### src/rtl/switch_port_pkg.sv
// switch_port_pkg: register map shared by the switch input port.
package switch_port_pkg;
   typedef enum logic [1:0] {
      ADDR_DATA    = 2'd0,
      ADDR_CHANGED = 2'd1,
      ADDR_IRQ_EN  = 2'd2,
      ADDR_ID      = 2'd3
   } addr_e;
   localparam logic [31:0] SWITCH_PORT_ID = 32'h5357_4954;
endpackage

### src/rtl/sw_debounce_bit.sv
// sw_debounce_bit: two-flop synchroniser plus tick-sampled debounce for one switch.
module sw_debounce_bit #(
   parameter int STABLE_CNT = 4
) (
   input  logic CLK_CPU,
   input  logic RST_CPU,
   input  logic i_sw,
   input  logic i_tick,
   output logic o_stable,
   output logic o_change
);
   localparam int CW = $clog2(STABLE_CNT);
   localparam logic [CW-1:0] LAST = CW'(STABLE_CNT - 1);
   logic          r_meta;
   logic          r_sync;
   logic [CW-1:0] r_cnt;
   logic          w_diff;
   assign w_diff   = r_sync ^ o_stable;
   assign o_change = i_tick & w_diff & (r_cnt == LAST);
   always_ff @(posedge CLK_CPU or posedge RST_CPU)
      if (RST_CPU) begin
         r_meta   <= 1'b0;
         r_sync   <= 1'b0;
         o_stable <= 1'b0;
         r_cnt    <= '0;
      end else begin
         r_meta <= i_sw;
         r_sync <= r_meta;
         if (i_tick) begin
            r_cnt <= (w_diff && r_cnt != LAST) ? r_cnt + CW'(1) : '0;
            if (o_change) o_stable <= ~o_stable;
         end
      end
endmodule

### src/rtl/switch_input_port.sv
// switch_input_port: debounced switch reader with sticky change flags and irq
// behind a 4-word register window.
module switch_input_port
   import switch_port_pkg::*;
#(
   parameter int WIDTH      = 16,
   parameter int SAMPLE_DIV = 1000,
   parameter int STABLE_CNT = 4
) (
   input  logic             CLK_CPU,
   input  logic             RST_CPU,
   input  logic [WIDTH-1:0] sw_i,
   input  logic             sel,
   input  logic             we,
   input  logic [1:0]       addr,
   input  logic [31:0]      wdata,
   output logic [31:0]      rdata,
   output logic             rvalid,
   output logic             irq
);
   localparam int DW = $clog2(SAMPLE_DIV);
   localparam logic [DW-1:0] DIV_LAST = DW'(SAMPLE_DIV - 1);
   logic [DW-1:0]    r_div;
   logic [WIDTH-1:0] r_changed;
   logic [WIDTH-1:0] r_irq_en;
   logic [WIDTH-1:0] w_stable;
   logic [WIDTH-1:0] w_event;
   logic [WIDTH-1:0] w_clr;
   logic [31:0]      w_rmux;
   logic             w_tick;
   logic             w_wr;
   logic             w_unused_wdata;
   assign w_unused_wdata = ^wdata;
   assign w_tick = r_div == DIV_LAST;
   assign w_wr   = sel & we;
   assign w_clr  = (w_wr && addr == ADDR_CHANGED) ? wdata[WIDTH-1:0] : '0;
   for (genvar i = 0; i < WIDTH; i++) begin : g_bit
      sw_debounce_bit #(.STABLE_CNT(STABLE_CNT)) u_bit (
         .CLK_CPU  (CLK_CPU),
         .RST_CPU  (RST_CPU),
         .i_sw     (sw_i[i]),
         .i_tick   (w_tick),
         .o_stable (w_stable[i]),
         .o_change (w_event[i])
      );
   end
   always_comb
      w_rmux = (addr == ADDR_DATA)    ? 32'(w_stable)  :
               (addr == ADDR_CHANGED) ? 32'(r_changed) :
               (addr == ADDR_IRQ_EN)  ? 32'(r_irq_en)  : SWITCH_PORT_ID;
   // A change event overrides a same-cycle W1C on its bit.
   always_ff @(posedge CLK_CPU or posedge RST_CPU)
      if (RST_CPU) begin
         r_div     <= '0;
         r_changed <= '0;
         r_irq_en  <= '0;
         rdata     <= '0;
         rvalid    <= 1'b0;
         irq       <= 1'b0;
      end else begin
         r_div     <= w_tick ? '0 : r_div + DW'(1);
         r_changed <= (r_changed & ~w_clr) | w_event;
         if (w_wr && addr == ADDR_IRQ_EN) r_irq_en <= wdata[WIDTH-1:0];
         if (sel && !we) rdata <= w_rmux;
         rvalid    <= sel & ~we;
         irq       <= |(r_changed & r_irq_en);
      end
endmodule

### config.mk
export PLATFORM = sky130hd
export DESIGN_NAME = switch_input_port
export DESIGN_NICKNAME = d
export VERILOG_FILES = /design/src/rtl/switch_port_pkg.sv /design/src/rtl/sw_debounce_bit.sv /design/src/rtl/switch_input_port.sv
export SDC_FILE = /design/constraint.sdc
export NUM_CORES = 1
export LEC_CHECK = 0
export CAP_MARGIN = 10
export CORE_MARGIN = 2
export CORE_UTILIZATION = 59
export CTS_CLUSTER_DIAMETER = 200
export DETAILED_ROUTE_END_ITERATION = 10
export HOLD_SLACK_MARGIN = 0.03
export PLACE_DENSITY = 0.88
export SKIP_LAST_GASP = 1
export SLEW_MARGIN = 20
export SYNTH_ARGS = -nofsm -noshare
export SYNTH_HDL_FRONTEND = slang
export SYNTH_SLANG_ARGS = --single-unit
### constraint.sdc
create_clock -name CLK_CPU -period 12.82 [get_ports CLK_CPU]
set_input_delay 1.282 -clock CLK_CPU [delete_from_list [all_inputs] [get_ports CLK_CPU]]
set_output_delay 1.282 -clock CLK_CPU [all_outputs]
set_load 0.01 [all_outputs]
### After elaboration in Yosys (flattened, before gate mapping)

Cells that the tools add are included.
Widths: inputs -> output; s select.

| word-level totals | value |
|---|---|
| output and inout bits | 34 |
| input bits | 54 |
| bits in registers | 156 |
| word-level logic and storage cells | 252 |

| cells by class | value |
|---|---|
| add/subtract/negate cells | 17 |
| muxes and demuxes | 21 |
| equality and inequality tests | 35 |
| bitwise operators | 71 |
| reduce and logical (&&, ||, !) cells | 38 |

Operator list:

| cell | number |
|---|---|
| $mux 31 | 3 |
| $and 1x1->1 | 34 |
| $eq 2x2->1 const B | 17 |
| $add 2x1->2 const B | 16 |
| $and 16x16->16 | 2 |
| $mux 2 | 16 |
| $ne 2x2->1 const B | 16 |
| $reduce_and 2->1 | 16 |
| $logic_and 1x1->1 | 19 |
| $not 1->1 | 17 |
| $mux 16 | 1 |
| $not 16->16 | 1 |
| $or 16x16->16 | 1 |
| $reduce_or 16->1 | 1 |
| $xor 1x1->1 | 16 |
| $add 10x1->10 const B | 1 |
| $eq 10x10->1 const B | 1 |
| $mux 10 | 1 |
| $eq 2x1->1 const B | 1 |
| $logic_not 2->1 | 1 |
| $logic_not 1->1 | 1 |

### Logic depth before layout (Yosys ltp)

Gate-level depths: netlist (run 1).

| logic depth | value |
|---|---|
| word-level depth | 6 |
| gate-level depth with buffers | 6 |
| depth with buffers taken out | 4 |

### Modules after synthesis

From an unflattened synthesis (run 1), not the netlist that was laid out.

| unflattened totals | value |
|---|---|
| cells, all modules | 529 |
| area total of the unflattened synthesis | 6180.9 µm² |

By module, submodules not included:

| module | cells an instance | area an instance (µm²) | times used |
|---|---|---|---|
| sw_debounce_bit | 17 | 203.9 | 16 |
| switch_input_port | 257 | 2917.8 | 1 |

### Worst setup path after synthesis (run 1)

OpenSTA, ideal clock, no wires.

| path | value |
|---|---|
| path type | input to register |
| from | in addr[1] |
| to | reg r_irq_en[0] |
| required time | 12695 ps |
| data arrival time | 2365 ps |
| setup time | 125 ps |
| stages on the path | 5 |
| path slack | 10330 ps |
| cells stage by stage | buf_2 nor2b_1 nand3_1 buf_2 mux2_2 |

| between the ends | value |
|---|---|
| word-level cells in the longest chain between the ends | 2 |

RTL lines:

| element | RTL line | text |
|---|---|---|
| from (decl) | switch_input_port.sv:15 | `input logic [1:0] addr,` |
| $eq 2x2->1 | switch_input_port.sv:63 | `if (w_wr && addr == ADDR_IRQ_EN) r_irq_en <= wdata[WIDTH-1:0];` |
| $logic_and 1x1->1 | switch_input_port.sv:63 |  |
| to (signal assigned) | switch_input_port.sv:63 |  |
| to (decl) | switch_input_port.sv:25 | `logic [WIDTH-1:0] r_irq_en;` |

No other way between the ends.
A chain may end at the register's enable or synchronous reset.

### Final worst setup path (run 1)

| path | value |
|---|---|
| from | in addr[1] |
| to | reg r_irq_en[5] |

The elaborated chain is that of the path after synthesis.

==> results of run 1 <==
through the flow:
stage / instances / util, % / worst slack, ps / power [mW]
final: 677 / 73.2 / 9030 / 1.18
after global routing: 677 / 73.2 / 8950 / 1.22
after CTS: 677 / 73.2 / 9090 / 1.19
after detailed placement: 646 / 66.6 / 8630 / 0.625
after global placement: 646 / 66.6 / 8690 / 0.618
after floorplan: 479 / - / 7760 / 0.571
worst reg2reg max path, cell delays in order (launching register included):
cell     delay [ps]
dfrtp_1         390
ha_1            230
and3_1          820
and3_4          790
mux2_2          440
logic make-up (layout without fill, tap and decap cells):
group	after synthesis	after routing	synth area share (%)
flops	141	141	57.1
compound gates	66	66	7.71
simple gates	108	108	9.60
other cells	1	7	0.0607
buf+inv	40	102	4.03
fa+ha+maj	17	17	3.44
xor+xnor	19	19	2.69
mux	81	81	15.4
final cells by class:
| class | instances | area share (%) |
|---|---|---|
| inverter | 3 | 0.217 |
| clock inverter | 12 | 3.23 |
| timing repair buffer | 68 | 8.96 |
| tap | 136 | 2.27 |
| clock buffer | 19 | 5.77 |
| multi-input combinational | 298 | 32.4 |
| sequential | 141 | 47.1 |
worst max-delay path by stage:
stage                                         end  cells after the start  startpoint  slack [ps]
after global placement                r_irq_en[8]                      6     addr[1]        8690
after CTS                             r_irq_en[5]                      6     addr[1]        9090
after floorplan           g_bit[0].u_bit.o_stable                      1     RST_CPU        7760
final                                 r_irq_en[5]                      6     addr[1]        9030
after global routing                  r_irq_en[5]                      6     addr[1]        8950
after detailed placement              r_irq_en[7]                      6     addr[1]        8630
state kept, by name, indices dropped and copies added (netlist names):
name	flops
r_div	10
r_irq_en	16
rdata	17
g_bit.u_bit.r_meta	16
g_bit.u_bit.r_cnt	32
g_bit.u_bit.r_sync	16
r_changed	16
g_bit.u_bit.o_stable	16
rvalid	1
irq	1
cell usage after synthesis, types with 7 or more instances:
master,instances,area share (%)
a2bb2oi_1,10,1.4
o2bb2ai_1,16,2.3
mux2_2,56,10
dfrtp_1,141,57
o21ai_0,19,1.5
nand4_1,18,1.8
ha_1,17,3.4
o22ai_1,7,0.71
mux2i_1,11,1.8
xnor2_1,17,2.4
buf_4,15,1.8
buf_2,10,0.81
clkbuf_1,7,0.43
nand2_1,36,2.2
nor3b_1,16,1.9
mux2_4,14,3.4
nor3_1,16,1.3
report_power, final:
part	internal, mW	switching, mW	total, mW
clock network	0.378	0.185	0.563
logic	0.0627	0.0510	0.114
registers	0.480	0.0282	0.508
total	0.921	0.264	1.18
cells in the final DEF (no fill, tap or decap), types with 17 or more instances in the layout:
| cell type | instances |
|---|---|
| ha_1 | 17 |
| xnor2_1 | 17 |
| o21ai_0 | 19 |
| nand4_1 | 18 |
| clkdlybuf4s50_1 | 64 |
| mux2_2 | 56 |
| nand2_1 | 36 |
| dfrtp_1 | 141 |
per-layer routing:
metal	share of wire (%)	track usage, %	routed length, µm
met2	52	44.7	7000
met3	6.0	6.07	821
met1	40	31.2	5440
met4	2.4	12.5	320
met5	0	0	0
==> flow_metrics.py, run 1 <==
metrics = {
    "cells_and_area": {
        "layout.nets": 600,
        "seq_area_mm2": 0.00353,
        "final_layout_size_suffix_gt1_share_pct": 19.8,
        "multi_input_area_mm2": 0.00243,
        "n_fill_cell": 604,
        "fin_area_mm2": 0.00749,
        "areaGrowthSynthToFinish_pct": 21.1,
        "n_antenna_cell": 0,
    },
    "cts": {
        "clock_sinks": 141,
        "clockRootBuffer": "clkbuf_8",
        "cts_max_path_buffers": 2,
        "ctsHoldBuffers": 0,
        "htree_levels": 4,
        "cts_tree": "yes",
        "clk_latency_ps": 530,
        "cts_made_buffers": 17,
        "cts_setup_buffers": 0,
        "cts_resized": 0,
        "cts.clk_slew.worst_paths_ps": 60,
    },
    "sta": {
        "fin_skew_ps": 7.80,
        "fin_crit_ps": 3790,
        "final_max_slew_viol_count": 0,
        "fin_crit_sh_pct": 29.6,
        "rsz0062_at_grt": "no",
        "finalHoldWorstSlack_ps": 348,
        "hold_viol": 0,
        "worstMarginPinSlew_ps": 993,
        "relSlewSlack_pct": 33.6,
        "setup_violations": 0,
        "tns_ps": 0,
        "timing.fmax_mhz": 264,
    },
    "routing": {
        "drt-total-wl_um": 13600,
        "antenna_left": 0,
        "drc": 0,
        "drtPass1Iterations": 5,
        "via_per_inst": 6.10,
        "first_iter_violations": 286,
        "post_drt_wl_per_cell_um": 20.1,
        "num_vias": 4128,
    },
    "floorplanning": {
        "die_area_mm2": 0.0113,
        "coreArea_mm2": 0.0102,
        "floorplan.rows": 37,
        "chipWidth_um": 106,
        "start_util_pct": 60.4,
        "num_io_pins": 88,
        "die_y_um": 106,
    },
    "logic_synthesis": {
        "yosysWarnings": 0,
        "synth_area_mm2": 0.00618,
        "async_flop_share_pct": 100,
        "ys.flop_type": "dfrtp_1",
        "ys_seq_area_share_pct": 57.1,
        "synth.avg_cell_area_um2": 13.1,
        "yosysUniqueCellTypes": 39,
        "postSynthCellCount": 473,
        "synth_edf_count": 0,
        "synth-seq-cells": 141,
    },
    "worst_setup_path": {
        "rr_startpoint": "r_div[0]",
        "required_ps": 13230,
        "cp_top_family": "simple AND/OR/NAND/NOR gates",
        "start_kind": "input port",
        "regToRegSetupSlack_ps": 10030,
        "critPathBufInv": 3,
        "critPathKind": "in2reg",
        "critPathMaxStageDelay_ps": 700,
        "rr_endpoint": "g_bit[9].u_bit.r_cnt[1]",
        "crit_arrival_ps": 4200,
        "path_max_fanout": 20,
        "critPathSlowestCell": "nand3_1",
        "critical_path.most_common_cell": "buf_4",
        "crit_chain": "clkdlybuf4s50_1 > buf_4 > nor2b_1 > buf_4 > nand3_1 > mux2_2",
        "cp-end-kind": "flop",
        "r2r_cells": 4,
    },
    "status": {
        "status": "complete, no violations",
    },
    "placed_design": {
        "place_area_mm2": 0.00681,
        "io_buffers": 64,
        "globalplace.congestion": 0.783,
        "dp_hpwl_um": 8050,
    },
    "global_route": {
        "grt_max_degree": 78,
        "first_global_vias": 4392,
        "grt.total_usage_pct": 26.1,
        "grt_pass1_wl_um": 22400,
        "antenna_found_initial": 0,
        "grt-ovfl-total": 0,
    },
    "hold_path": {
        "min_from": "g_bit[7].u_bit.r_meta",
        "hold_path_class": "reg2reg",
        "hold_depth": 0,
        "hold_end": "g_bit[7].u_bit.r_sync",
    },
    "power": {
        "p_leak_nw": 3.41,
        "irDropWorstVdd_uv": 88.0,
        "p_per_area_mw_per_mm2": 158,
    },
    "job": {
        "cap_violations": 0,
    },
}
Power figures use the tool's default switching activity.
==> run 2, diff against run 1 <==
CORE_UTILIZATION = 54   (was 59)
PLACE_DENSITY = 0.82   (was 0.88)
clock period = 3.8 ns   (was 12.82 ns; I/O delays follow)
==> flow_metrics.py, run 2 (same netlist as run 1, synthesis figures left out) <==
metrics = {
    "cells_and_area": {
        "layout_commonest_cell": "dfrtp_1",
        "fin_area_mm2": 0.00742,
        "largest_reg_flops": 32,
        "n_fill_cell": 818,
        "n_antenna_cell": 0,
        "largest_register": "g_bit.u_bit.r_cnt",
        "areaGrowthSynthToFinish_pct": 20.1,
        "reg_top3": "g_bit.u_bit.r_cnt: 32 flops, rdata: 17 flops",
        "mostFrequentLayoutCells": "dfrtp_1, clkdlybuf4s50_1, mux2_2, nand2_1, o21ai_0",
        "final_layout_size_suffix_gt1_share_pct": 20.0,
        "layout.nets": 605,
    },
    "floorplanning": {
        "die_y_um": 111,
        "chipWidth_um": 111,
        "start_util_pct": 54.8,
        "floorplan.rows": 39,
        "num_io_pins": 88,
        "die_area_mm2": 0.0123,
        "coreArea_mm2": 0.0113,
    },
    "routing": {
        "drc": 0,
        "post_drt_wl_per_cell_um": 19.0,
        "num_vias": 4002,
        "drtPass1Iterations": 4,
        "drt-total-wl_um": 13100,
        "first_iter_violations": 236,
        "via_per_inst": 5.83,
        "antenna_left": 0,
    },
    "power": {
        "clkPwrFrac_pct": 42.1,
        "p_leak_nw": 3.38,
        "p_int_mw": 2.77,
        "swShare_pct": 23.4,
        "irDropWorstVdd_uv": 385,
        "p_total_mw": 3.62,
        "comb_power_share_pct": 10.6,
        "p_per_area_mw_per_mm2": 487,
        "p_seq_share_pct": 47.3,
        "p_sw_mw": 0.848,
    },
    "global_route": {
        "first_global_vias": 4333,
        "grt.total_usage_pct": 22.9,
        "grt_max_degree": 59,
        "grt-ovfl-total": 0,
        "antenna_found_initial": 0,
        "grt_pass1_wl_um": 21700,
    },
    "worst_setup_path": {
        "path_max_fanout": 38,
        "required_ps": 4110,
        "crit_chain": "ha_1 > and3_1 > buf_4 > and3_4 > mux2_2",
        "critPathSlowestCell": "and3_4",
        "critPathKind": "reg2reg",
        "cp-end-kind": "flop",
        "critPathMaxStageDelay_ps": 660,
        "start_kind": "flop",
        "crit_arrival_ps": 2610,
    },
    "hold_path": {
        "hold_path_class": "reg2reg",
    },
    "cts": {
        "clockRootBuffer": "clkbuf_16",
        "clock_sinks": 141,
        "cts_setup_buffers": 0,
        "cts_made_buffers": 17,
        "clk_latency_ps": 430,
        "cts_tree": "yes",
        "htree_levels": 4,
        "ctsHoldBuffers": 0,
        "cts_resized": 0,
        "cts.clk_slew.worst_paths_ps": 50,
        "cts_max_path_buffers": 2,
    },
    "sta": {
        "timing.fmax_mhz": 435,
        "rsz0062_at_grt": "no",
        "setup_violations": 0,
        "final_max_slew_viol_count": 0,
        "tns_ps": 0,
        "fin_crit_ps": 2300,
        "finalHoldWorstSlack_ps": 344,
        "relSlewSlack_pct": 37.2,
        "hold_viol": 0,
        "fin_skew_ps": 8.55,
        "worstMarginPinSlew_ps": 940,
        "fin_crit_sh_pct": 60.6,
    },
    "placed_design": {
        "dp_hpwl_um": 8280,
        "io_buffers": 64,
        "globalplace.congestion": 0.768,
        "place_area_mm2": 0.00688,
    },
    "status": {
        "status": "complete, no violations",
    },
    "job": {
        "cap_violations": 0,
    },
}
[run 2: final timing paths]
check | startpoint | endpoint | slack, ps | depth (start not counted)
max in group asynchronous | RST_CPU | r_div[6] | 2520 | 3
min reg2reg | g_bit[7].u_bit.r_meta | g_bit[7].u_bit.r_sync | 340 | 0
min | g_bit[7].u_bit.r_meta | g_bit[7].u_bit.r_sync | 340 | 0
max reg2reg | r_div[0] | g_bit[12].u_bit.r_cnt[1] | 1500 | 5
max | r_div[0] | g_bit[12].u_bit.r_cnt[1] | 1500 | 5
min in group asynchronous | RST_CPU | rdata[12] | 510 | 2
[run 2: stage by stage]
| stage | utilization, % | worst slack (ps) | instances |
|---|---|---|---|
| 6_report | 65.9 | 1500 | 687 |
| 5_1_grt | 65.9 | 1380 | 687 |
| 4_1_cts | 65.8 | 1420 | 687 |
| 3_5_place_dp | 61.1 | 1030 | 658 |
| 3_3_place_gp | 61.1 | 1080 | 658 |
| 2_1_floorplan | - | 1660 | 479 |
[run 2: power groups by stage]
stage | Sequential (mW) | Clock [mW] | Combinational (mW)
floorplan | 1.72 | 0 | 0.206
global placement | 1.72 | 0 | 0.372
detailed placement | 1.73 | 0 | 0.386
CTS | 1.71 | 1.55 | 0.390
global route | 1.72 | 1.61 | 0.416
finish | 1.71 | 1.52 | 0.385
[run 2: layout make-up]
type                       count  area, µm²  area share, %
sequential                   141       3530           47.5
multi-input combinational    298       2430           32.7
timing repair buffer          73        733           9.88
clock buffer                  22        474           6.39
tap                          143        179           2.41
clock inverter                 7       66.3          0.893
inverter                       3       15.0          0.202
[run 2: worst max-delay path: cells and delay by family (launching register included)]
family,cells,cell delay (ps)
simple gates,2,830
mux,1,410
flops,1,390
buf+inv,1,290
fa+ha+maj,1,240
[run 2: per-layer routing]
layer  share of wire [%]  track usage [%]
met1                  43             28.6
met3                 4.0             5.25
met4                 2.3             10.3
met2                  51             38.2
met5                   0                0
